## config.mk

```make
export PLATFORM = sky130hd
export DESIGN_NAME = snail_pattern_fsm
export DESIGN_NICKNAME = d
export VERILOG_FILES = /design/src/rtl/snail_pattern_fsm.sv
export SDC_FILE = /design/constraint.sdc
export NUM_CORES = 1
export LEC_CHECK = 0
export ABC_AREA = 1
export ABC_CLOCK_PERIOD_IN_PS = 1880
export CAP_MARGIN = 15
export CORE_AREA = 4 4 68 70
export DETAILED_ROUTE_END_ITERATION = 12
export DIE_AREA = 0 0 72 74
export GPL_ROUTABILITY_DRIVEN = 0
export MAX_ROUTING_LAYER = met4
export PLACE_DENSITY = 0.78
export SLEW_MARGIN = 10
export SYNTH_ARGS = -nofsm -noshare
export SYNTH_HDL_FRONTEND = slang
export SYNTH_SLANG_ARGS = --single-unit
```

## constraint.sdc

```tcl
create_clock -name clk -period 1.88 [get_ports clk]
set_input_delay 0.188 -clock clk [delete_from_list [all_inputs] [get_ports clk]]
set_output_delay 0.188 -clock clk [all_outputs]
set_load 0.005 [all_outputs]
```

## src/rtl/snail_pattern_fsm.sv

```systemverilog
// snail_pattern_fsm: runtime-programmable serial bit-pattern detector.
//
// A shift register keeps the most recent accepted bits. Each enabled
// bit is checked against the low len bits of the programmed pattern,
// with the new bit taken as the last bit of the sequence.
//
// Ports:
//   clk, rst     clock; asynchronous active-high reset
//   en           bit-sample enable; a is consumed only when en=1
//   a            serial input bit
//   load         capture cfg_pattern/cfg_len/cfg_ovl and clear history
//   cfg_pattern  new pattern (bit 0 = last bit, bit len-1 = first bit)
//   cfg_len      new pattern length
//   cfg_ovl      new overlap mode (1 = overlapping matches allowed)
//   cnt_clr      synchronous clear of match_cnt (wins over increment)
//   y            Mealy match, combinational, same cycle as the final bit
//   y_moore      registered copy of y, one cycle later
//   match_cnt    saturating match counter
//   cfg_valid    1 when 1 <= active length <= W
module snail_pattern_fsm #(
    parameter int unsigned  W        = 8,
    parameter int unsigned  LEN_W    = $clog2(W + 1),
    parameter int unsigned  CNT_W    = 8,
    parameter logic [W-1:0] PAT_INIT = W'(8'b0001_0110),
    parameter int unsigned  LEN_INIT = 5,
    parameter bit           OVL_INIT = 1'b0
) (
    input  logic             clk,
    input  logic             rst,
    input  logic             en,
    input  logic             a,
    input  logic             load,
    input  logic [W-1:0]     cfg_pattern,
    input  logic [LEN_W-1:0] cfg_len,
    input  logic             cfg_ovl,
    input  logic             cnt_clr,
    output logic             y,
    output logic             y_moore,
    output logic [CNT_W-1:0] match_cnt,
    output logic             cfg_valid
);

    localparam logic [LEN_W:0]   W_EXT    = (LEN_W + 1)'(W);
    localparam logic [LEN_W-1:0] FILL_MAX = LEN_W'(W);

    // Active configuration
    logic [W-1:0]     pat;
    logic [LEN_W-1:0] len;
    logic             ovl;

    // Bit history (hist[0] = newest) and number of bits accepted since clear
    logic [W-1:0]     hist;
    logic [LEN_W-1:0] fill;

    logic [W-1:0]     cand;
    logic [W-1:0]     mask;
    logic [LEN_W:0]   fill_inc;
    logic             len_reached;
    logic             pat_hit;
    logic             fill_full;

    // Candidate window, compare mask and Mealy match
    always_comb begin
        cand = {hist[W-2:0], a};
        mask = '0;
        for (int i = 0; i < int'(W); i++) begin
            mask[i] = (LEN_W'(i) < len);
        end
        cfg_valid   = (len != '0) && ({1'b0, len} <= W_EXT);
        fill_inc    = {1'b0, fill} + (LEN_W + 1)'(1);
        len_reached = (fill_inc >= {1'b0, len});
        pat_hit     = (((cand ^ pat) & mask) == '0);
        fill_full   = (fill == FILL_MAX);
        y           = en & cfg_valid & ~load & len_reached & pat_hit;
    end

    // Configuration, history, fill counter and Moore output
    always_ff @(posedge clk or posedge rst) begin
        if (rst) begin
            pat     <= PAT_INIT;
            len     <= LEN_W'(LEN_INIT);
            ovl     <= OVL_INIT;
            hist    <= '0;
            fill    <= '0;
            y_moore <= 1'b0;
        end else if (load) begin
            // The bit presented alongside load is dropped on purpose
            pat     <= cfg_pattern;
            len     <= cfg_len;
            ovl     <= cfg_ovl;
            hist    <= '0;
            fill    <= '0;
            y_moore <= 1'b0;
        end else begin
            y_moore <= y;
            if (en) begin
                hist <= cand;
                // Non-overlapping mode restarts the count so the next match
                // needs len fresh bits; history keeps shifting regardless
                if (y && !ovl) begin
                    fill <= '0;
                end else if (!fill_full) begin
                    fill <= fill + LEN_W'(1);
                end
            end
        end
    end

    // Saturating match counter; clear overrides a same-cycle match
    always_ff @(posedge clk or posedge rst) begin
        if (rst) begin
            match_cnt <= '0;
        end else if (cnt_clr) begin
            match_cnt <= '0;
        end else if (y && (match_cnt != '1)) begin
            match_cnt <= match_cnt + CNT_W'(1);
        end
    end

endmodule

```

# After elaboration in Yosys (flattened, before gate mapping)
# Cells that the tools add are included.
[op_classes]
add_sub_neg = 3
reduce_logical = 9
n_eq_ne = 3
muxes = 9
bitwise = 7
order_cmp = 10
[ops]
columns = ["op", "count"]
rows = [
  ["3-bit by 4-bit less-than comparator with 1-bit output, first input constant", 4],
  ["4-bit 2-to-1 mux", 4],
  ["8-bit 2-to-1 mux", 2],
  ["7-bit 2-to-1 mux", 2],
  ["8-bit by 1-bit adder with 8-bit output, second input constant", 1],
  ["8-bit AND", 1],
  ["8-bit logical NOT", 1],
  ["1-bit by 4-bit less-than comparator with 1-bit output, first input constant", 2],
  ["2-bit by 4-bit less-than comparator with 1-bit output, first input constant", 2],
  ["8-bit != test, second input constant", 1],
  ["8-bit bitwise XOR", 1],
  ["4-bit by 1-bit adder with 5-bit output, second input constant", 1],
  ["5-bit by 4-bit >= comparator with 1-bit output", 1],
  ["4-bit by 1-bit adder with 4-bit output, second input constant", 1],
  ["1-bit AND", 4],
  ["4-bit equality test, second input constant", 1],
  ["4-bit <= comparator, second input constant", 1],
  ["2-bit nonzero test", 2],
  ["4-bit nonzero test", 1],
  ["1-bit logical AND", 3],
  ["3-bit by 2-bit != test with 1-bit output, second input constant", 1],
  ["2-bit AND reduction", 1],
  ["1-bit logical NOT", 1],
  ["1-bit 2-to-1 mux", 1],
  ["1-bit inverter", 1],
]
[word_totals]
out_inout_bits = 11
word_cells = 48
reg_bits = 33
input_bits = 19

# Logic depth before layout (Yosys ltp)
# Gate-level depths: netlist of the first run.
[logic_depth]
depth_word = 10
ltp_mapped = 15
ltp_nobuf = 14

# Least setup slack after synthesis of the first run
# No wires, ideal clock.
[synth_timing]
kind = "register to register"
from = "reg fill[0]"
to = "reg fill[0]"
arrival_time_ns = 1.942
slack_ns = -0.179
t_required_ns = 1.764
stages_incl_launch_ff = 14
setup_ns = 0.116
path_buffers = 0
synth_period_minus_slack_ns = 2.059
path_cell_list = "dfrtp_1 ha_1 xor2_1 ha_1 nand2_1 nand3b_1 nor2_1 nor2_1 nor2_1 nand3_1 nand2_1 nand2_1 nand2_1 nand2_1"
[synth_via]
elab_chain_len = 8
word_cells_on_any_way = 13
classes_between = "2 x add/sub; 1 x order compare; 2 x eq/ne; 4 x mux; 2 x bitwise; 2 x reduce/logical"
[synth_rtl]
columns = ["item", "line", "rtl"]
rows = [
  ["from (decl)", "53", "logic [LEN_W-1:0] fill;"],
  ["from (signal assigned)", "103", "fill <= fill + LEN_W'(1);"],
  ["4-bit by 1-bit adder with 5-bit output", "70", "fill_inc = {1'b0, fill} + (LEN_W + 1)'(1);"],
  ["5-bit by 4-bit >= comparator with 1-bit output", "71", "len_reached = (fill_inc >= {1'b0, len});"],
  ["1-bit AND (2 in a row)", "74", "y = en & cfg_valid & ~load & len_reached & pat_hit;"],
  ["1-bit logical AND", "100", "if (y && !ovl) begin"],
  ["4-bit 2-to-1 mux", "100", ""],
  ["4-bit 2-to-1 mux", "96", "if (en) begin"],
  ["4-bit 2-to-1 mux", "86", "end else if (load) begin"],
]
# Several ways; a longest one is shown, not always the timed one. The select of a mux whose other input is x is not followed.
# A chain may end at the register's enable or synchronous reset.

# Final worst setup path of the first run
[layout_timing]
from = "reg fill[1]"
to = "out y"
[layout_via]
elab_chain_len = 4
[layout_rtl]
columns = ["item", "line", "rtl"]
rows = [
  ["4-bit by 1-bit adder with 5-bit output", "70", ""],
  ["5-bit by 4-bit >= comparator with 1-bit output", "71", ""],
  ["1-bit AND (2 in a row)", "74", ""],
  ["to (decl)", "37", "output logic y,"],
]
# Every way passes these cells.

==> reports/qor.txt, run 1 <==
status -> finished with violations
failing checks -> negative setup slack
most frequent CP cell -> nor2_2
Crit. End Element -> output port
routed wire length -> 4450 um
CP Launch Type -> flip-flop
Seq/Total Area, Yosys -> 44.0%
Area contributors post-synth -> dfrtp_1 (37%), nand2_1 (19%), dfstp_2 (6.9%)
n_diodes -> 0
Final Hold Fails -> 0
hold_buf cts -> 0
top layer in use -> met4
Syn Inst Count -> 257
chip height -> 74 um
area of the core -> 3970 um2
Final WS setup -> -0.525 ns
crit path DAT -> 2.22 ns
port buffer count -> 29
slowest CP cell -> dfrtp_2
IO Pins -> 30
EDFF count, synth -> 0
DIE AREA -> 5330 um2
DRT antenna net count -> 0
Final period util -> 128%
CTS tree -> done
synth cell count leaders -> nand2_1 (95), inv_1 (32), dfrtp_1 (28)
syn nets -> 283
initial antenna violation count -> 0
Final Total Pwr -> 1.79 mW
WL per Instance -> 12.2 um
Req. time, crit path -> 1.69 ns
leading cell type by number of instances after synthesis -> nand2_1
#FFs+latches synth -> 33
final net count -> 339
Netlist cell types -> 27
Critical Path Fanout Max -> 3
# rows -> 23
vias per std cell -> 5.01
max_slew headroom -> 71.5%
max incr delay on CP -> 0.44 ns
Global Route Usage Sum -> 18.8%
area delta synth->final -> 39.6%
H-tree levels -> 2
PD cells -> 676 nW/um2
Synth Warn # -> 0
CP Cell Sequence -> ha_4 -> xor2_2 -> ha_1 -> nand2_1 -> nand3b_1 -> nor2_2 -> nor2_2 -> nor2_2 -> buf_4 -> and2_4 -> buf_6
critical path type -> reg2out
Clock Root Buffer -> clkbuf_8
mean area per synthesized cell -> 7.37 um2
clk slew on worst S/H paths -> 0.07 ns
final setup vio count -> 14
Async SR Flop Fraction -> 100%
Peak VDD IR -> 0.000488 V
Clock Tree Buf Depth -> 2
max_cap viols -> 0
synthesized area -> 1890 um2
Hold Path Class -> in2async
total CTS buffers -> 5
Leak -> 1.32 nW
first-pass GRT wire length -> 7530 um
Metal-1 WL -> 1880 um
Pins Over Slew Limit -> 0
Fin Clk Skew -> 0.0104 ns
number of clock sinks -> 33
leading area contributor after synthesis -> dfrtp_1
Post-Route Utilization -> 66.5%
pin count of the biggest net entering global routing -> 34
DR WL met2 -> 2270 um
share of cells above drive strength 1 -> 21.3%
Clk Latency, worst-skew pair -> 0.28 ns
drt pass-1 iters -> 6
Initial Utilization -> 47.7%
f_max -> 0.416 GHz
Die Wd -> 72 um
ys flop type -> dfrtp_1
drt drc -> 0
Final HPWL DP -> 3090 um
vias in the first global route -> 1770
Vias -> 1822
fin crit period -> 2.41 ns
initial DRC count -> 93
metal3 WL -> 220 um
RSZ-0062 raised after global routing -> yes
Yosys top cell area share -> 37.0%
Worst-Margin Slew -> 0.427 ns
total global routing overflow -> 0
-- sequential cells by signal (all words and copies together), names as in the netlist --
register and flops:
fill 4, y_moore 1, hist 7, len 4
pat 8, match_cnt 8, ovl 1
-- per-stage QoR --
step                      worst slack [ns]  std cells  hold slack, ns  area [um2]  TNS [ns]
after CTS                           -0.487        362           0.309        2580     -4.84
after floorplan                     -0.157        257           0.284        1910     -1.62
after detailed placement            -0.518        351           0.492        2380     -4.39
after global routing                -0.636        364           0.328        2640     -7.68
final                               -0.525        364           0.287        2640     -5.87
after global placement              -0.422        351           0.483        2380     -3.14
-- critical path, delay by kind of cell, from the launching register on --
| family | cells | cell delay [ns] |
|---|---|---|
| xor+xnor | 1 | 0.14 |
| simple gates | 6 | 0.67 |
| flops | 1 | 0.44 |
| buf+inv | 2 | 0.21 |
| fa+ha+maj | 2 | 0.48 |
-- kinds of logic (layout without fill, tap and decap cells) --
family,after synthesis,count (layout),synth area share [%]
xor+xnor,6,6,2.78
fa+ha+maj,7,7,4.63
compound gates,21,21,6.21
simple gates,150,150,34.1
buf+inv,40,97,8.33
flops,33,33,44.0
-- cell usage in the layout, fill, tap and decap left out, drive strengths merged, types with 4 or more instances in the layout --
cell type	n
inv	33
nand3	18
dfstp	5
nand2	99
nor3	5
nor2	19
o22ai	7
xor2	4
dfrtp	28
clkbuf	6
buf	26
ha	7
o21ai	13
clkdlybuf4s50	27
-- metal layers --
metal	up-vias	GRT usage [%]
li1	920	-
met1	840	20.0
met2	53	33.6
met3	9	5.00
met4	0	6.68
met5	-	-
-- repair_timing --
action | CTS | global route
resized for setup | 17 | 14
endpoints found under the setup margin | 14 | 14
buffers inserted | 7 | 2
pin swaps | 9 | 5
-- area by class of cell --
class                   count  area, um2
multi-input cells         184       1020
repair buffers             54        485
clock buffers               6       72.6
fillers                   346       1330
clock inverters             2       35.0
flip-flops and latches     33        835
well taps                  50       62.6
inverters                  35        131
-- power by group --
part	internal [mW]	switching [mW]
Sequential	0.754	0.0295
Combinational	0.173	0.190
Clock	0.393	0.247
Total	1.32	0.467
-- final timing paths --
check	startpoint	end	slack [ns]	depth (start not counted)
setup / recovery	fill[1]$_DFFE_PP0P_	y	-0.53	11
hold / removal	rst	match_cnt[3]$_DFFE_PP0P_	0.29	3
setup reg to reg	fill[1]$_DFFE_PP0P_	match_cnt[1]$_DFFE_PP0P_	-0.46	14
hold reg to reg	pat[2]$_DFFE_PP1P_	pat[2]$_DFFE_PP1P_	0.50	2
max in group asynchronous	rst	len[0]$_DFFE_PP1P_	1.25	3
min in group clk	cfg_len[0]	len[0]$_DFFE_PP1P_	0.42	3
Power figures use the tool's default switching activity.
==> run 2, diff against run 1 <==
Settings changed: ABC_CLOCK_PERIOD_IN_PS 1880 to 3000, CORE_AREA 4 4 68 70 to 4 4 63 65, DIE_AREA 0 0 72 74 to 0 0 67 69, PLACE_DENSITY 0.78 to 0.86.
Clock period 1.88 ns to 3 ns, I/O delays scaled along.
==> reports/qor.txt, run 2 (synthesis results as in run 1) <==
Worst-Margin Slew -> 0.416 ns
Sw Ratio -> 26.4%
Critical Path Fanout Max -> 5
clk slew on worst S/H paths -> 0.10 ns
drt drc -> 0
Initial Utilization -> 56.7%
DIE AREA -> 4620 um2
Leak -> 1.20 nW
most frequent cells in the layout -> nand2_1 (95), inv_1 (32), dfrtp_1 (28), clkdlybuf4s50_1 (28), nand3_1 (18)
Crit. End Element -> output port
Req. time, crit path -> 2.70 ns
final setup vio count -> 0
Clock Tree Buf Depth -> 2
DRT antenna net count -> 0
routed wire length -> 4110 um
Clock power frac -> 34.0%
Die Wd -> 67 um
worst r2r dst -> fill[3]$_DFFE_PP0P_
Internal -> 750 uW
port buffer count -> 29
CTS tree -> done
DP Worst Slack -> 0.325 ns
max_slew headroom -> 72.3%
Final Hold Fails -> 0
CP Launch Type -> flip-flop
area delta synth->final -> 23.9%
Hold Slack -> 0.347 ns
sequential group share of total power -> 48.3%
slowest CP cell -> dfrtp_1
Post-Route Utilization -> 70.3%
biggest registers after layout -> match_cnt x8, pat x8, hist x7
f_max -> 0.389 GHz
reg2reg start -> fill[0]$_DFFE_PP0P_
WL per Instance -> 12.1 um
Fin Clk Skew -> 0.00618 ns
max_cap viols -> 0
Global Route Usage Sum -> 19.8%
dpl cell area -> 2230 um2
most frequent CP cell -> nand2_1
Clk Latency, worst-skew pair -> 0.34 ns
Final HPWL DP -> 2890 um
initial DRC count -> 119
most common cell after layout, fill and taps aside -> nand2_1
Final period util -> 85.6%
drt pass-1 iters -> 4
total global routing overflow -> 0
r2r setup slk -> 0.63 ns
vias per std cell -> 5.01
number of clock sinks -> 33
n_diodes -> 0
Clock Root Buffer -> clkbuf_4
status -> finished, final reports clean
# rows -> 21
fin crit period -> 2.57 ns
worst r2r path cells -> 13
footprint of the multi-input gates -> 923 um2
initial antenna violation count -> 0
PD cells -> 434 nW/um2
vias in the first global route -> 1680
Inst Count DP -> 329
IO Pins -> 30
first-pass GRT wire length -> 6910 um
crit path DAT -> 2.27 ns
Final WS setup -> 0.432 ns
WP buf/inv -> 1
chip height -> 69 um
share of cells above drive strength 1 -> 9.93%
RSZ-0062 raised after global routing -> no
Hold Path Class -> in2async
Gate power share -> 17.7%
critical path type -> reg2out
Final Total Pwr -> 1.02 mW
post-route cell area -> 2340 um2
area of the core -> 3340 um2
Peak VDD IR -> 0.000374 V
Crit path max-delay family -> simple AND/OR/NAND/NOR gates
CP Cell Sequence -> ha_2 -> xor2_1 -> ha_1 -> nand2_1 -> nand2_1 -> nand2_1 -> nand3b_1 -> nor2_1 -> nor2_2 -> and2_4 -> dlymetal6s2s_1
final net count -> 317
pin count of the biggest net entering global routing -> 34
fillers -> 279
total CTS buffers -> 5
final std cells w/o fill -> 338
H-tree levels -> 2
setup TNS -> 0 ns
Vias -> 1694
max incr delay on CP -> 0.42 ns
net switching power -> 269 uW
Reg area -> 832 um2
Pins Over Slew Limit -> 0
==> run 2: worst register-to-register path, stage by stage (launching register included) <==
cell and delay [ns]:
dfrtp_1 0.43, ha_2 0.21, xor2_1 0.16, ha_1 0.30, nand2_1 0.05, nand3b_1 0.15, nor2_1 0.10, nor2_1 0.07
nor2_2 0.14, nand3_1 0.23, nand2_1 0.15, nand2_1 0.12, nand2_1 0.12, nand2_1 0.06
==> run 2: worst max-delay path by stage <==
stage	cells past startpoint	endpoint	slack [ns]	startpoint
2_1_floorplan	13	fill[0]$_DFFE_PP0P_	0.94	fill[0]$_DFFE_PP0P_
4_1_cts	10	y	0.004	fill[0]$_DFFE_PP0P_
5_1_grt	11	y	0.30	fill[0]$_DFFE_PP0P_
6_report	11	y	0.43	fill[0]$_DFFE_PP0P_
3_3_place_gp	10	y	0.41	fill[0]$_DFFE_PP0P_
3_5_place_dp	10	y	0.32	fill[0]$_DFFE_PP0P_
==> run 2: timing repair <==
item / in CTS / in global routing
pin swaps: 0 / 3
setup endpoints to repair: 1 / 1
setup buffers: 0 / 1
hold buffers: 0 / 0
gates resized for setup: 1 / 5
==> run 2: per-layer routing <==
layer | up-vias | wire length [um] | GRT usage [%]
met4 | 0 | 132 | 9.23
met1 | 765 | 1830 | 22.3
met5 | - | 0 | -
met2 | 44 | 1960 | 33.0
li1 | 872 | - | -
met3 | 13 | 184 | 4.06
==> run 2: final cells by class <==
class / count / share of cell area, %
clock buffer: 7 / 2.35
clock inverter: 1 / 1.28
inverter: 35 / 5.60
multi-input combinational: 184 / 39.4
sequential: 33 / 35.5
tap: 46 / 2.45
timing repair buffer: 32 / 13.4
==> run 2: power by group through the flow <==
stage / logic [mW] / registers (mW) / clock network [mW]
after floorplan: 0.110 / 0.496 / 0
after global placement: 0.164 / 0.499 / 0
after detailed placement: 0.170 / 0.500 / 0
after CTS: 0.172 / 0.492 / 0.353
after global routing: 0.208 / 0.495 / 0.369
final: 0.180 / 0.492 / 0.346
==> run 3, diff against run 2 <==
Settings changed: SETUP_SLACK_MARGIN set to 0.1, TNS_END_PERCENT set to 1.
==> reports/qor.txt, run 3 (synthesis results as in run 1) <==
drt drc -> 0
Crit. End Element -> flip-flop
final setup vio count -> 0
final std cells w/o fill -> 345
hold_buf cts -> 0
most common cell after layout, fill and taps aside -> nand2_1
f_max -> 0.361 GHz
max_slew headroom -> 72.0%
Final Hold Fails -> 0
Fin Clk Skew -> 0.00442 ns
PD cells -> 428 nW/um2
chip height -> 69 um
total global routing overflow -> 0
most frequent CP cell -> buf_4
final net count -> 324
Clock Tree Buf Depth -> 2
slowest CP cell -> dfrtp_1
Worst-Margin Slew -> 0.419 ns
RSZ-0062 raised after global routing -> yes
setup TNS -> 0 ns
Clk Latency, worst-skew pair -> 0.34 ns
Critical Path Fanout Max -> 6
Vias -> 1739
biggest registers after layout -> match_cnt x8, pat x8, hist x7
DRT antenna net count -> 0
initial antenna violation count -> 0
share of cells above drive strength 1 -> 12.4%
Pins Over Slew Limit -> 0
Inst Count DP -> 329
H-tree levels -> 2
n_diodes -> 0
IO Pins -> 30
CTS tree -> done
critical path type -> reg2reg
area of the core -> 3340 um2
max incr delay on CP -> 0.42 ns
most frequent cells in the layout -> nand2_1 (95), inv_1 (32), dfrtp_1 (28), clkdlybuf4s50_1 (28), nand3_1 (17)
fin crit period -> 2.77 ns
CP Launch Type -> flip-flop
crit path DAT -> 3.05 ns
Clock Root Buffer -> clkbuf_4
Req. time, crit path -> 3.28 ns
first-pass GRT wire length -> 7060 um
area delta synth->final -> 26.9%
Die Wd -> 67 um
Peak VDD IR -> 0.000403 V
DIE AREA -> 4620 um2
Final period util -> 92.2%
vias in the first global route -> 1724
clk slew on worst S/H paths -> 0.09 ns
drt pass-1 iters -> 4
status -> finished, final reports clean
Global Route Usage Sum -> 20.2%
total CTS buffers -> 5
fillers -> 271
Worst Setup SP -> fill[0]$_DFFE_PP0P_
max_cap viols -> 0
Hold Path Class -> in2async
Initial Utilization -> 56.7%
# rows -> 21
initial DRC count -> 133
WL per Instance -> 12.2 um
port buffer count -> 29
routed wire length -> 4210 um
pin count of the biggest net entering global routing -> 34
Hold Slack -> 0.349 ns
number of clock sinks -> 33
CP Cell Sequence -> buf_4 -> buf_4 -> nand3_1 -> xnor2_1 -> ha_1 -> nand2_1 -> nand3b_1 -> nor2_1 -> nor2_2 -> buf_4 -> buf_4 -> buf_4 -> buf_4 -> buf_4 -> nand3_2 -> nand2_1 -> nand2_1 -> nand2_1 -> nand2_1
Post-Route Utilization -> 72.0%
vias per std cell -> 5.04
Leak -> 1.23 nW
Final HPWL DP -> 2890 um
reg2reg start -> fill[0]$_DFFE_PP0P_
r2r setup slk -> 0.23 ns
[run 3: path summary, 6_finish.rpt]
path | to | cells after the start
setup / recovery | fill[3]$_DFFE_PP0P_ | 19
hold / removal | pat[5]$_DFFE_PP0P_ | 3
setup reg to reg | fill[3]$_DFFE_PP0P_ | 19
hold reg to reg | pat[2]$_DFFE_PP1P_ | 2
max in group asynchronous | len[0]$_DFFE_PP1P_ | 3
min in group clk | len[0]$_DFFE_PP1P_ | 3
[run 3: timing repair]
action | CTS | global route
endpoints found under the setup margin | 1 | 5
gates resized for setup | 2 | 5
pin swaps | 1 | 2
cloned | 0 | 0
setup buffers | 7 | 1
[run 3: through the flow]
stage          area [um2]  total power, mW  setup slack, ns
3_3_place_gp         2230            0.663            0.407
3_5_place_dp         2230            0.670            0.325
4_1_cts              2370             1.02            0.105
6_report             2400             1.03            0.233
2_1_floorplan        1890            0.606            0.941
5_1_grt              2400             1.08           0.0276
[run 3: critical path, delay by kind of cell (launching register included)]
family,cells,cell delay (ns)
AND/OR/NAND/NOR,10,0.96
buffers and inverters,7,0.88
flip-flops,1,0.42
adder cells (fa/ha/maj),1,0.29
XOR/XNOR,1,0.15
[run 3: layout make-up]
type / count / area (um2) / share of cell area, %
multi-input combinational: 184 / 928 / 38.6
sequential: 33 / 832 / 34.6
timing repair buffer: 39 / 368 / 15.3
inverter: 35 / 131 / 5.47
tap: 46 / 57.6 / 2.40
clock buffer: 7 / 55.1 / 2.29
clock inverter: 1 / 30.0 / 1.25
[run 3: power by group]
group	total (mW)	switching, mW	leakage, nW	internal [mW]
combinational	0.189	0.103	0.764	0.0859
sequential	0.492	0.0205	0.425	0.472
clock	0.347	0.148	0.0455	0.199
total	1.03	0.272	1.23	0.757
[run 3: per-layer routing]
layer,vias to the layer above,track usage (%),routed length (um)
met3,9,4.06,230
met4,0,9.68,91
met1,783,22.5,1820
met5,-,-,0
li1,885,-,-
met2,62,33.8,2060
